## src/rtl/hazard_fwd_ctrl_pkg.sv

```systemverilog
// Shared encodings for the hazard/forwarding controller: forward selects,
// FSM states and shadow-stage field widths.
package haz_pkg;

    localparam logic [1:0] FWD_RF  = 2'b00;
    localparam logic [1:0] FWD_WB  = 2'b01;
    localparam logic [1:0] FWD_MEM = 2'b10;

    localparam int unsigned REG_AW_DEF = 5;
    localparam int unsigned FLUSH_CW   = 2;

    typedef enum logic {
        RUN   = 1'b0,
        FLUSH = 1'b1
    } state_t;

endpackage

```

## src/rtl/hazard_fwd_ctrl_fwd_sel.sv

```systemverilog
// Per-operand forward select: compares one EX source index against the
// MEM and WB shadow destinations. MEM wins over WB; index 0 never forwards.
module fwd_sel_unit
    import haz_pkg::*;
#(
    parameter int unsigned REG_AW = REG_AW_DEF
) (
    input  logic              ex_valid,
    input  logic [REG_AW-1:0] src,
    input  logic              mem_valid,
    input  logic              mem_reg_write,
    input  logic [REG_AW-1:0] mem_rd,
    input  logic              wb_valid,
    input  logic              wb_reg_write,
    input  logic [REG_AW-1:0] wb_rd,
    output logic [1:0]        sel
);

    always_comb begin
        sel = FWD_RF;
        if (ex_valid) begin
            if (mem_valid && mem_reg_write && (mem_rd != '0) && (mem_rd == src))
                sel = FWD_MEM;
            else if (wb_valid && wb_reg_write && (wb_rd != '0) && (wb_rd == src))
                sel = FWD_WB;
        end
    end

endmodule

```

## src/rtl/hazard_fwd_ctrl.sv

```systemverilog
// EX operand forwarding selects, load-use stall and taken-branch flush control.
// Optional perf counters are built only when HAZ_PERF_CNT_EN is defined.
module hazard_fwd_ctrl
    import haz_pkg::*;
#(
    parameter int unsigned REG_AW       = REG_AW_DEF,
    parameter int unsigned FLUSH_CYCLES = 1
) (
    input  logic              clk,
    input  logic              rst_n,
    input  logic              id_valid,
    input  logic [REG_AW-1:0] id_rs,
    input  logic [REG_AW-1:0] id_rt,
    input  logic              id_uses_rt,
    input  logic [REG_AW-1:0] id_rd,
    input  logic              id_reg_write,
    input  logic              id_mem_read,
    input  logic              ex_branch_taken,
    output logic [1:0]        fwd_a_sel,
    output logic [1:0]        fwd_b_sel,
    output logic              pc_hold,
    output logic              ifid_hold,
    output logic              idex_bubble,
    output logic              ifid_flush,
    output logic [31:0]       stall_cnt,
    output logic [31:0]       flush_cnt
);

    localparam logic [FLUSH_CW-1:0] FLUSH_LOAD = FLUSH_CW'(FLUSH_CYCLES - 1);

    logic              ex_valid, ex_reg_write, ex_mem_read;
    logic [REG_AW-1:0] ex_rs, ex_rt, ex_rd;
    logic              mem_valid, mem_reg_write;
    logic [REG_AW-1:0] mem_rd;
    logic              wb_valid, wb_reg_write;
    logic [REG_AW-1:0] wb_rd;

    state_t             state;
    logic [FLUSH_CW-1:0] flush_left;

    logic hazard, branch_evt, flush_act, stall;

    always_comb begin
        hazard = id_valid && ex_valid && ex_mem_read && (ex_rd != '0) &&
                 ((ex_rd == id_rs) || (id_uses_rt && (ex_rd == id_rt)));
        branch_evt = (state == RUN) && ex_branch_taken;
        flush_act  = (state == FLUSH) || branch_evt;
        // A same-cycle taken branch overrides the stall so the PC takes the target.
        stall      = (state == RUN) && hazard && !ex_branch_taken;
    end

    assign pc_hold     = stall;
    assign ifid_hold   = stall;
    assign idex_bubble = stall || flush_act;
    assign ifid_flush  = flush_act;

    always_ff @(posedge clk) begin
        if (!rst_n) begin
            ex_valid      <= 1'b0;
            ex_reg_write  <= 1'b0;
            ex_mem_read   <= 1'b0;
            ex_rs         <= '0;
            ex_rt         <= '0;
            ex_rd         <= '0;
            mem_valid     <= 1'b0;
            mem_reg_write <= 1'b0;
            mem_rd        <= '0;
            wb_valid      <= 1'b0;
            wb_reg_write  <= 1'b0;
            wb_rd         <= '0;
        end else begin
            ex_valid      <= id_valid && !idex_bubble;
            ex_reg_write  <= id_reg_write;
            ex_mem_read   <= id_mem_read;
            ex_rs         <= id_rs;
            ex_rt         <= id_rt;
            ex_rd         <= id_rd;
            mem_valid     <= ex_valid;
            mem_reg_write <= ex_reg_write;
            mem_rd        <= ex_rd;
            wb_valid      <= mem_valid;
            wb_reg_write  <= mem_reg_write;
            wb_rd         <= mem_rd;
        end
    end

    always_ff @(posedge clk) begin
        if (!rst_n) begin
            state      <= RUN;
            flush_left <= '0;
        end else begin
            case (state)
                RUN: begin
                    if (branch_evt) begin
                        flush_left <= FLUSH_LOAD;
                        if (FLUSH_CYCLES > 1)
                            state <= FLUSH;
                    end
                end
                FLUSH: begin
                    flush_left <= flush_left - 1'b1;
                    if (flush_left <= FLUSH_CW'(1))
                        state <= RUN;
                end
                default: state <= RUN;
            endcase
        end
    end

    fwd_sel_unit #(.REG_AW(REG_AW)) u_fwd_a (
        .ex_valid      (ex_valid),
        .src           (ex_rs),
        .mem_valid     (mem_valid),
        .mem_reg_write (mem_reg_write),
        .mem_rd        (mem_rd),
        .wb_valid      (wb_valid),
        .wb_reg_write  (wb_reg_write),
        .wb_rd         (wb_rd),
        .sel           (fwd_a_sel)
    );

    fwd_sel_unit #(.REG_AW(REG_AW)) u_fwd_b (
        .ex_valid      (ex_valid),
        .src           (ex_rt),
        .mem_valid     (mem_valid),
        .mem_reg_write (mem_reg_write),
        .mem_rd        (mem_rd),
        .wb_valid      (wb_valid),
        .wb_reg_write  (wb_reg_write),
        .wb_rd         (wb_rd),
        .sel           (fwd_b_sel)
    );

`ifdef HAZ_PERF_CNT_EN
    logic [31:0] stall_q, flush_q;

    always_ff @(posedge clk) begin
        if (!rst_n) begin
            stall_q <= '0;
            flush_q <= '0;
        end else begin
            if (stall)
                stall_q <= stall_q + 32'd1;
            if (branch_evt)
                flush_q <= flush_q + 32'd1;
        end
    end

    assign stall_cnt = stall_q;
    assign flush_cnt = flush_q;
`else
    assign stall_cnt = '0;
    assign flush_cnt = '0;
`endif

endmodule

```

## config.mk

```make
export PLATFORM = sky130hd
export DESIGN_NAME = hazard_fwd_ctrl
export DESIGN_NICKNAME = d
export VERILOG_FILES = /design/src/rtl/hazard_fwd_ctrl_pkg.sv /design/src/rtl/hazard_fwd_ctrl_fwd_sel.sv /design/src/rtl/hazard_fwd_ctrl.sv
export SDC_FILE = /design/constraint.sdc
export NUM_CORES = 1
export LEC_CHECK = 0
export CORE_ASPECT_RATIO = 1.25
export CORE_MARGIN = 5
export CORE_UTILIZATION = 36
export DETAILED_ROUTE_END_ITERATION = 8
export HOLD_SLACK_MARGIN = 0.08
export PLACE_DENSITY_LB_ADDON = 0.1
export SETUP_SLACK_MARGIN = 0.1
export SLEW_MARGIN = 20
export SYNTH_ARGS = -nofsm -noshare
export SYNTH_HDL_FRONTEND = slang
export SYNTH_SLANG_ARGS = --single-unit
```

## constraint.sdc

```tcl
create_clock -name clk -period 2 [get_ports clk]
set_clock_uncertainty 0.15 [all_clocks]
set_input_delay 0.6 -clock clk [delete_from_list [all_inputs] [get_ports clk]]
set_output_delay 0.6 -clock clk [all_outputs]
set_load 0.05 [all_outputs]
```

-- Word-level counts from Yosys, hierarchy flattened
Index checks and enable logic that the tools add are counted.
- word-level logic and storage cells: 59
- register bits after elaboration: 35
- bits of input ports: 22
- output and inout bits: 72
- add/sub/neg operators: 1
- order comparisons: 1
- reduce and logical (&&, ||, !) cells: 26
- muxes and demuxes: 9
- bitwise logic cells: 1
- equal/unequal tests: 7
- operators by type and width (kind ; count):
    5-bit == test ; 6
    1-bit logical AND ; 17
    5-bit nonzero test ; 3
    2-bit 2-to-1 mux ; 5
    2-bit one-hot mux with 2 select lines ; 1
    1-bit logical OR ; 3
    1-bit 2-to-1 mux ; 3
    2-bit by 1-bit less-or-equal comparator with 1-bit output (second input constant) ; 1
    1-bit zero test ; 2
    2-bit inequality test (second input constant) ; 1
    2-bit AND reduction ; 1
    2-bit by 1-bit subtractor with 2-bit output (second input constant) ; 1
    1-bit inverter ; 1

-- Depth between registers and ports, before layout
- depth in word-level cells: 9
- depth in mapped cells: 5
- gate-level depth less buffers: 4

-- Cells and area by module
A second synthesis with hierarchy kept.
- cells, all modules: 211
- area, all modules: 1985.7 um^2
- modules (own cells, without submodules) (module ; area an instance (um^2) ; cells each ; sequential area each (um^2) ; times used):
    hazard_fwd_ctrl ; 1635.3 ; 165 ; 700.7 ; 1
    fwd_sel_unit ; 175.2 ; 23 ; 0.0 ; 2

-- Worst setup path after synthesis
Ideal clock, no wire load.
- path type: register -> output
- start: register wb_rd[1]
- end: output fwd_b_sel[0]
- arrival: 2.589 ns
- data required time: 1.250 ns
- path buffers: 0
- setup slack: -1.339 ns
- cell stages (with the launch flop): 5
- path through: dfxtp_1 -> or4_1 -> o2111ai_1 -> or4_1 -> nor4_1
- cells in the longest elaborated chain, start to end: 6
- elaborated cells on any way between the ends: 7
- those cells by class: eq/ne: 1; mux: 3; reduce/logical: 3
- ends and longest elaborated chain (item ; line ; text):
    start: declaration ; hazard_fwd_ctrl.sv:36 ; logic [REG_AW-1:0] wb_rd;
    start signal: assignment ; hazard_fwd_ctrl.sv:83 ; wb_rd <= mem_rd;
    5-bit nonzero test ; hazard_fwd_ctrl_fwd_sel.sv:24 ; else if (wb_valid && wb_reg_write && (wb_rd != '0) && (wb_rd == src))
    1-bit logical AND ; hazard_fwd_ctrl_fwd_sel.sv:24 ;
    1-bit logical AND * ; hazard_fwd_ctrl_fwd_sel.sv:24 ;
    1-bit 2-to-1 mux * ; hazard_fwd_ctrl_fwd_sel.sv:24 ;
    2-bit 2-to-1 mux * ; hazard_fwd_ctrl_fwd_sel.sv:22 ; if (mem_valid && mem_reg_write && (mem_rd != '0) && (mem_rd == src))
    2-bit 2-to-1 mux * ; hazard_fwd_ctrl_fwd_sel.sv:21 ; if (ex_valid) begin
    end: declaration ; hazard_fwd_ctrl.sv:20 ; output logic [1:0] fwd_b_sel,
Mark *: on every way between the ends. The rest lies on a longest branch, timed or not.

-- Worst setup path in the final report
- start: register ex_rs[3]
- end: output fwd_a_sel[0]
- cells in the longest elaborated chain, start to end: 5
- elaborated cells on any way between the ends: 7
- those cells by class: eq/ne: 2; mux: 3; reduce/logical: 2
- ends and longest elaborated chain (item ; line ; text):
    start: declaration ; hazard_fwd_ctrl.sv:32 ; logic [REG_AW-1:0] ex_rs, ex_rt, ex_rd;
    start signal: assignment ; hazard_fwd_ctrl.sv:75 ; ex_rs <= id_rs;
    5-bit == test ; hazard_fwd_ctrl_fwd_sel.sv:24 ;
    1-bit logical AND ; hazard_fwd_ctrl_fwd_sel.sv:24 ;
    1-bit 2-to-1 mux ; hazard_fwd_ctrl_fwd_sel.sv:24 ;
    2-bit 2-to-1 mux * ; hazard_fwd_ctrl_fwd_sel.sv:22 ;
    2-bit 2-to-1 mux * ; hazard_fwd_ctrl_fwd_sel.sv:21 ;
    end: declaration ; hazard_fwd_ctrl.sv:19 ; output logic [1:0] fwd_a_sel,
Marked as above.

==> summary by stage <==
Power and ir drop
The analysis attributes to cell leakage a power of 1.170 nW. The fraction of power consumed by sequential logic is 43.5%. The clock network burns 29.3% of the power. The part of the total power dissipated in combinational logic is 27.2%. Dividing total power by cell area gives a power density of 686.8 nW/um2. The internal power consumption is 1.113 mW. Across the VDD grid, the largest voltage drop is 0.5295 mV. For this design the total switching power over the nets is 0.6052 mW. Net switching is 35.21% of the power.

Cells and area
Leaving out fill and tap cells, the most frequent cell in the layout is sky130_fd_sc_hd__conb_1. The number of nets in the final layout is 278. The multi-input combinational cells in the finished layout cover a total of 1070 um2. With fillers left out, the area of the finished cells amounts to 2502 um2.

The top cell types in the final layout, fill and taps aside, are 64 x sky130_fd_sc_hd__conb_1, 30 x sky130_fd_sc_hd__and2_1, 28 x sky130_fd_sc_hd__dfxtp_1. The share of layout cells above drive strength 1 is 29.80%. The number of fillers in the final layout is 522. In the final layout, flip-flops and latches occupy 709.4 um2.

Relative to the synthesized area, the layout overhead comes to 31.75%. The number of diodes added for antenna fixing is 0.

STA
The number of pins with negative max-slew slack in the final report came to 0. The smallest clock period supported by the final layout is computed as 2589 ps. The period utilization is 129.5%.

Setup repair after global routing could not meet its margin everywhere. The worst hold margin is 291.3 ps. For this run, the top clock speed supported by timing is 0.3862 GHz. Setup violations remaining at the end of the flow were counted as 7. The worst setup slack after layout is -589.1 ps. The number of endpoints with negative hold slack in the final report was 0.

Status
The final reports fail on negative setup slack. The flow ran to the end, but the final reports show violations.

Drt
In the final routed layout, each cell accounts on average for 11.15 um. After detailed routing, the total wire length is 3534 um. The first routing iteration left 6 violations. The post-detailed-route via-to-cell ratio is 3.770. The number of remaining DRC errors is 0. Detailed routing inserted a total of 1195 vias.

The remaining number of nets flagged by the antenna check after routing is 0. The pre-antenna-repair detailed-routing pass consisted of 2 iterations.

Clocking
The number of levels in the clock H-tree is 2. Counting the buffers created by CTS gives 5. The cts-stage hold buffer count is 0. The later pin in the worst-skew pair is clocked with a latency of 280 ps. The number of buffers on the longest clock path is 2. CTS saw 35 sinks. CTS placed an instance of sky130_fd_sc_hd__clkbuf_8 at the clock tree root. The clock-pin slew reported for the worst setup and hold paths after clock tree synthesis is 70 ps. TritonCTS built the clock tree.

Die
The die footprint is 6838 um2. In this run the standard cell core region covers 5116 um2. The placement row count is 29. The number of top-level pins is 94. The die boundary width is 74.97 um. The die is 91.21 um tall.

The effective utilization at floorplan is 37.12%.

Hold path
Counting instances, the worst hold path has a depth of 1. The endpoint with the worst hold slack is mem_reg_write. In this run the most critical hold path is launched from ex_reg_write. In this run the worst hold path is classified as reg -> reg.

Setup path
The critical path in this run is classified as reg -> out. Setup slack on the worst reg-to-reg path comes out at 190 ps. At the worst endpoint, the arrival time is 1840 ps.

The critical path endpoint category is an output pin. The capturing point of the worst reg2reg path is ex_valid. The logic depth of the worst register-to-register path is 7. Data on the critical path is required at its endpoint by 1250 ps. In this run the worst path has a maximum fanout of 2.

In this run the critical register-to-register path is launched from ex_rd[1]. STA classifies the critical path startpoint as a flop.

Synth
Averaged over all synthesized cells, the footprint is 9.544 um2. During synthesis, Yosys emitted a total of 0 warnings. The share of the Yosys chip area taken by registers is 36.89%.

Synthesis produced 199 cells. The netlist area before placement is 1899 um2. In this run, synthesis produced a sequential element count of 35.

The count of unique library cells instantiated by Yosys is 27.

Global routing
The total routing resource utilization after global routing is 10.49%. The number of antenna violations at the first check in global routing came to 0. The pin count of the biggest net entering global routing is 25.

After global routing the overflow that remains totals 0. The first global-routing pass estimated 5409 um of wire. The via count of the first global-routing pass was 1152.

Placed design
The detailed-placement wirelength estimate is 2992 um. The count of port buffers added during placement is 29. In this run the cell area measured after placement is 2306 um2. At the placement stage, the worst setup path has a slack of -894.2 ps. The final weighted congestion of routability-driven global placement is 0.7667.

Run
The number of max-cap violations is 0.
[metrics by stage]
| stage | setup TNS [ps] | power (mW) | std cells | utilization [%] |
|---|---|---|---|---|
| floorplan | -2280 | 1.205 | 262 | - |
| global placement | -4585 | 1.210 | 308 | 45.07 |
| detailed placement | -4684 | 1.211 | 308 | 45.07 |
| CTS | -3700 | 1.728 | 315 | 48.08 |
| global route | -4115 | 1.792 | 317 | 48.91 |
| finish | -3440 | 1.719 | 317 | 48.91 |
[how the worst max path moves through the flow]
stage                         from           end  cells past startpoint
after floorplan           id_rt[3]       pc_hold                      5
after global placement    id_rt[4]   idex_bubble                      6
after detailed placement  id_rt[4]   idex_bubble                      6
after CTS                 ex_rs[3]  fwd_a_sel[0]                      4
after global routing      wb_rd[3]  fwd_a_sel[0]                      5
final                     ex_rs[3]  fwd_a_sel[0]                      4
[routing by layer]
metal | vias up | part of all wire, % | global-route usage (%)
li1 | 619 | - | -
met1 | 510 | 34 | 10.90
met2 | 59 | 53 | 18.17
met3 | 7 | 10 | 3.757
met4 | 0 | 1.9 | 4.896
met5 | - | 0 | 0
[power groups by stage]
stage          sequential (mW)  clock [mW]  combinational [mW]
3_3_place_gp             0.762           0               0.448
3_5_place_dp             0.762           0               0.448
2_1_floorplan            0.762           0               0.442
6_report                 0.748       0.503               0.467
4_1_cts                  0.748       0.521               0.458
5_1_grt                  0.751       0.547               0.493
[synthesized netlist by cell type]
cell type,count,area [um2]
sky130_fd_sc_hd__a21oi_1,1,5.000
sky130_fd_sc_hd__a32oi_1,1,8.760
sky130_fd_sc_hd__and2_1,31,193.9
sky130_fd_sc_hd__and2_2,2,15.01
sky130_fd_sc_hd__and4b_1,1,10.01
sky130_fd_sc_hd__buf_4,65,488.0
sky130_fd_sc_hd__clkbuf_1,3,11.26
sky130_fd_sc_hd__conb_1,1,3.750
sky130_fd_sc_hd__dfxtp_1,35,700.7
sky130_fd_sc_hd__ha_1,1,12.51
sky130_fd_sc_hd__inv_1,2,7.510
sky130_fd_sc_hd__mux2i_1,1,10.01
sky130_fd_sc_hd__nand3_1,2,10.01
sky130_fd_sc_hd__nand4_1,1,6.260
sky130_fd_sc_hd__nor2_1,3,11.26
sky130_fd_sc_hd__nor2b_1,2,12.51
sky130_fd_sc_hd__nor3_1,2,10.01
sky130_fd_sc_hd__nor4_1,4,25.02
sky130_fd_sc_hd__nor4_2,1,12.51
sky130_fd_sc_hd__o2111a_1,1,11.26
sky130_fd_sc_hd__o2111ai_1,1,8.760
sky130_fd_sc_hd__o211ai_2,1,12.51
sky130_fd_sc_hd__o21ai_0,1,5.000
sky130_fd_sc_hd__o21bai_1,1,7.510
sky130_fd_sc_hd__or4_1,5,37.54
sky130_fd_sc_hd__xnor2_1,7,61.31
sky130_fd_sc_hd__xor2_1,23,201.4
[layout make-up]
type	instances	share of cell area (%)
clock inverters	1	0.2000
clock buffers	6	3.300
multi-input cells	157	42.75
repair buffers	54	22.00
flip-flops and latches	35	28.35
inverters	2	0.3000
well taps	62	3.100
[critical path: stages (launching register included)]
cell and delay, ps:
sky130_fd_sc_hd__dfxtp_2 330, sky130_fd_sc_hd__xor2_1 170, sky130_fd_sc_hd__or4_4 550, sky130_fd_sc_hd__nor4_4 330, sky130_fd_sc_hd__buf_12 180
[state kept, by name (all words and copies together), names as in the netlist, 2 cells and up]
register and count:
flush_left 2, ex_rd 5, ex_rs 5, wb_rd 5, mem_rd 5, ex_rt 5
[kinds of logic (layout without fill, tap and decap cells)]
logic type               Yosys count  count (layout)  synth area share [%]
multiplexers                       1               1                0.5270
AND/OR/NAND/NOR                   54              54                 18.12
buffers and inverters             70              63                 26.68
flip-flops                        35              35                 36.89
XOR/XNOR                          30              30                 13.83
AO/OA/AOI/OAI                      7               7                 3.096
adder cells (fa/ha/maj)            1               1                0.6587
other                              1              64                0.1974
[timing repair]
action,4_1_cts,5_1_grt
setup buffers,1,2
pin swaps,13,4
gates resized for setup,46,7
endpoints found under the setup margin,9,8
(Power assumes the default switching activity.)
==> RTL edit, RTL diff (same flow settings) <==
Build with the macro `HAZ_PERF_CNT_EN` defined.
--- a/src/rtl/hazard_fwd_ctrl.sv
+++ b/src/rtl/hazard_fwd_ctrl.sv
@@ -1,5 +1,7 @@
 // EX operand forwarding selects, load-use stall and taken-branch flush control.
 // Optional perf counters are built only when HAZ_PERF_CNT_EN is defined.
+`define HAZ_PERF_CNT_EN
+
 module hazard_fwd_ctrl
     import haz_pkg::*;
 #(
Function: changed (a bounded check fails within 4 cycles, from zero or initial values and one cycle with rst_n low).
==> RTL edit against the unedited design <==
- final area rose to 3.4 times the old value
- sequential share of layout area down 3.5 points
- register-to-register slack worse by 620 ps
- setup slack worse by 94 ps
- global-route usage up 8.5 points
- the flow still finishes with violations (setup timing)
- largest cell class unchanged
- utilization up 21 points
- highest routed layer unchanged
- synthesized area up 140%
- sequential cell count up 64
- wire length rose to 4.1 times the old value
- die area up 120%
- first-iteration DRC count rose to 32 times the old value
- total power up 140%
==> RTL edit: results (changes against the unedited design) <==
- Fill cells: 924 (was 522)
- Post-Synth Adder-Cell Area: 0.8294% (was 0.6588%)
- Global Route Usage Sum: 18.94% (was 10.49%)
- Critical path arrival: 1930 ps (was 1840 ps)
- Most frequent cells after synthesis: dfxtp_1, nor2_1, and2_1, a21oi_1, xnor2_1 (was buf_4, dfxtp_1, and2_1, xor2_1, xnor2_1)
- Fraction of layout cells with a size suffix above 1: 51.42% (was 29.80%)
- Gpl congestion: 0.8023 (was 0.7667)
- Largest net degree at the start of global routing: 38 (was 25)
- Clock Latency Late Sink: 340 ps (was 280 ps)
- Port bufs: 93 (was 29)
- Setup tns final: -14,500 ps (was -3440 ps)
- VDD IR max: 450.8 uV (was 529.5 uV)
- Cts bufs inserted: 9 (was 5)
- Final setup viols: 38 (was 7)
- Status: complete, but fails checks (unchanged)
- Total Wirelength: 14,610 um (was 3534 um)
- Failing checks: setup timing (unchanged)
- NumNets Final: 724 (was 278)
- Seq/Total Area, Yosys: 43.79% (was 36.89%)
- M3 GR Usage: 3.815% (was 3.757%)
- H-tree levels: 3 (was 2)
- Setup WS post-layout: -683.6 ps (was -589.1 ps)
- CP max stage delay: 520 ps (was 550 ps)
- Ranking of synthesized cells by area: dfxtp_1, xnor2_1, xor2_1 (was dfxtp_1, buf_4, xor2_1)
- DR pass1 iterations: 4 (was 2)
[RTL edit: changes by cell type in the layout (fill, tap and decap cells not counted), moves of 14 or more]
cell     before  now
nand2_1       0   22
buf_4        23   89
nor2_1        1   36
dfxtp_4       0   23
conb_1       64    0
a21oi_1       1   19
dfxtp_1      28   46
or4_4         4   18
dfxtp_2       7   30
nand4_1       1   16
xnor2_1       6   29
buf_12        7   77
nand3_1       2   21
[RTL edit: path summary, 6_finish.rpt]
check	from	end	slack [ps]	cells after the start
max	mem_rd[0]	fwd_b_sel[0]	-680	6
min	flush_left[1]	state	280	2
max reg2reg	ex_rd[3]	stall_cnt[27]	-430	10
min reg2reg	flush_left[1]	state	280	2
[RTL edit: stage by stage]
step	util, %	area [um2]	worst slack [ps]	instances
6_report	69.46	8487	-683.6	868
5_1_grt	69.46	8487	-795.0	868
4_1_cts	66.05	8070	-695.6	853
3_3_place_gp	59.51	7271	-940.3	817
2_1_floorplan	-	4979	-756.7	504
3_5_place_dp	59.51	7271	-1032	817
[RTL edit: worst min-delay path: stages (launching register included)]
cell and delay (ps):
dfxtp_1 310, nand2_1 50, nor3_1 30
[RTL edit: final cells by class]
cell class                 count  area share, %
sequential                    99          24.81
inverter                      13         0.6045
timing repair buffer         214          33.22
clock inverter                 6         0.7666
tap                          164          2.418
clock buffer                  10          2.816
multi-input combinational    362          35.37
[RTL edit: cell families (layout without fill, tap and decap cells)]
| family | count (synthesis) | after routing |
|---|---|---|
| simple gates | 222 | 222 |
| buf+inv | 43 | 243 |
| mux | 3 | 3 |
| flops | 99 | 99 |
| compound gates | 77 | 77 |
| xor+xnor | 57 | 57 |
| fa+ha+maj | 3 | 3 |
[RTL edit: layer usage]
metal	wire length, um	share of wire (%)	vias to the layer above
met5	0	0	-
met4	218	1.5	0
met3	554	3.8	18
met2	8224	56	123
met1	5609	38	2218
li1	-	-	2209
[RTL edit: report_power, final]
part / total, mW / internal (mW) / switching, mW / leakage [nW]
clock: 1.77 / 1.00 / 0.761 / 0.148
combinational: 0.421 / 0.224 / 0.197 / 2.29
sequential: 2.01 / 1.98 / 0.0336 / 0.836
total: 4.20 / 3.20 / 0.991 / 3.27
[RTL edit: repair_timing]
item                       in CTS  in global routing
buffers inserted               14                 17
resized for setup              71                 85
setup endpoints to repair      64                 53
hold buffers                    0                  0
cloned                          7                  2
pin swaps                      48                 58
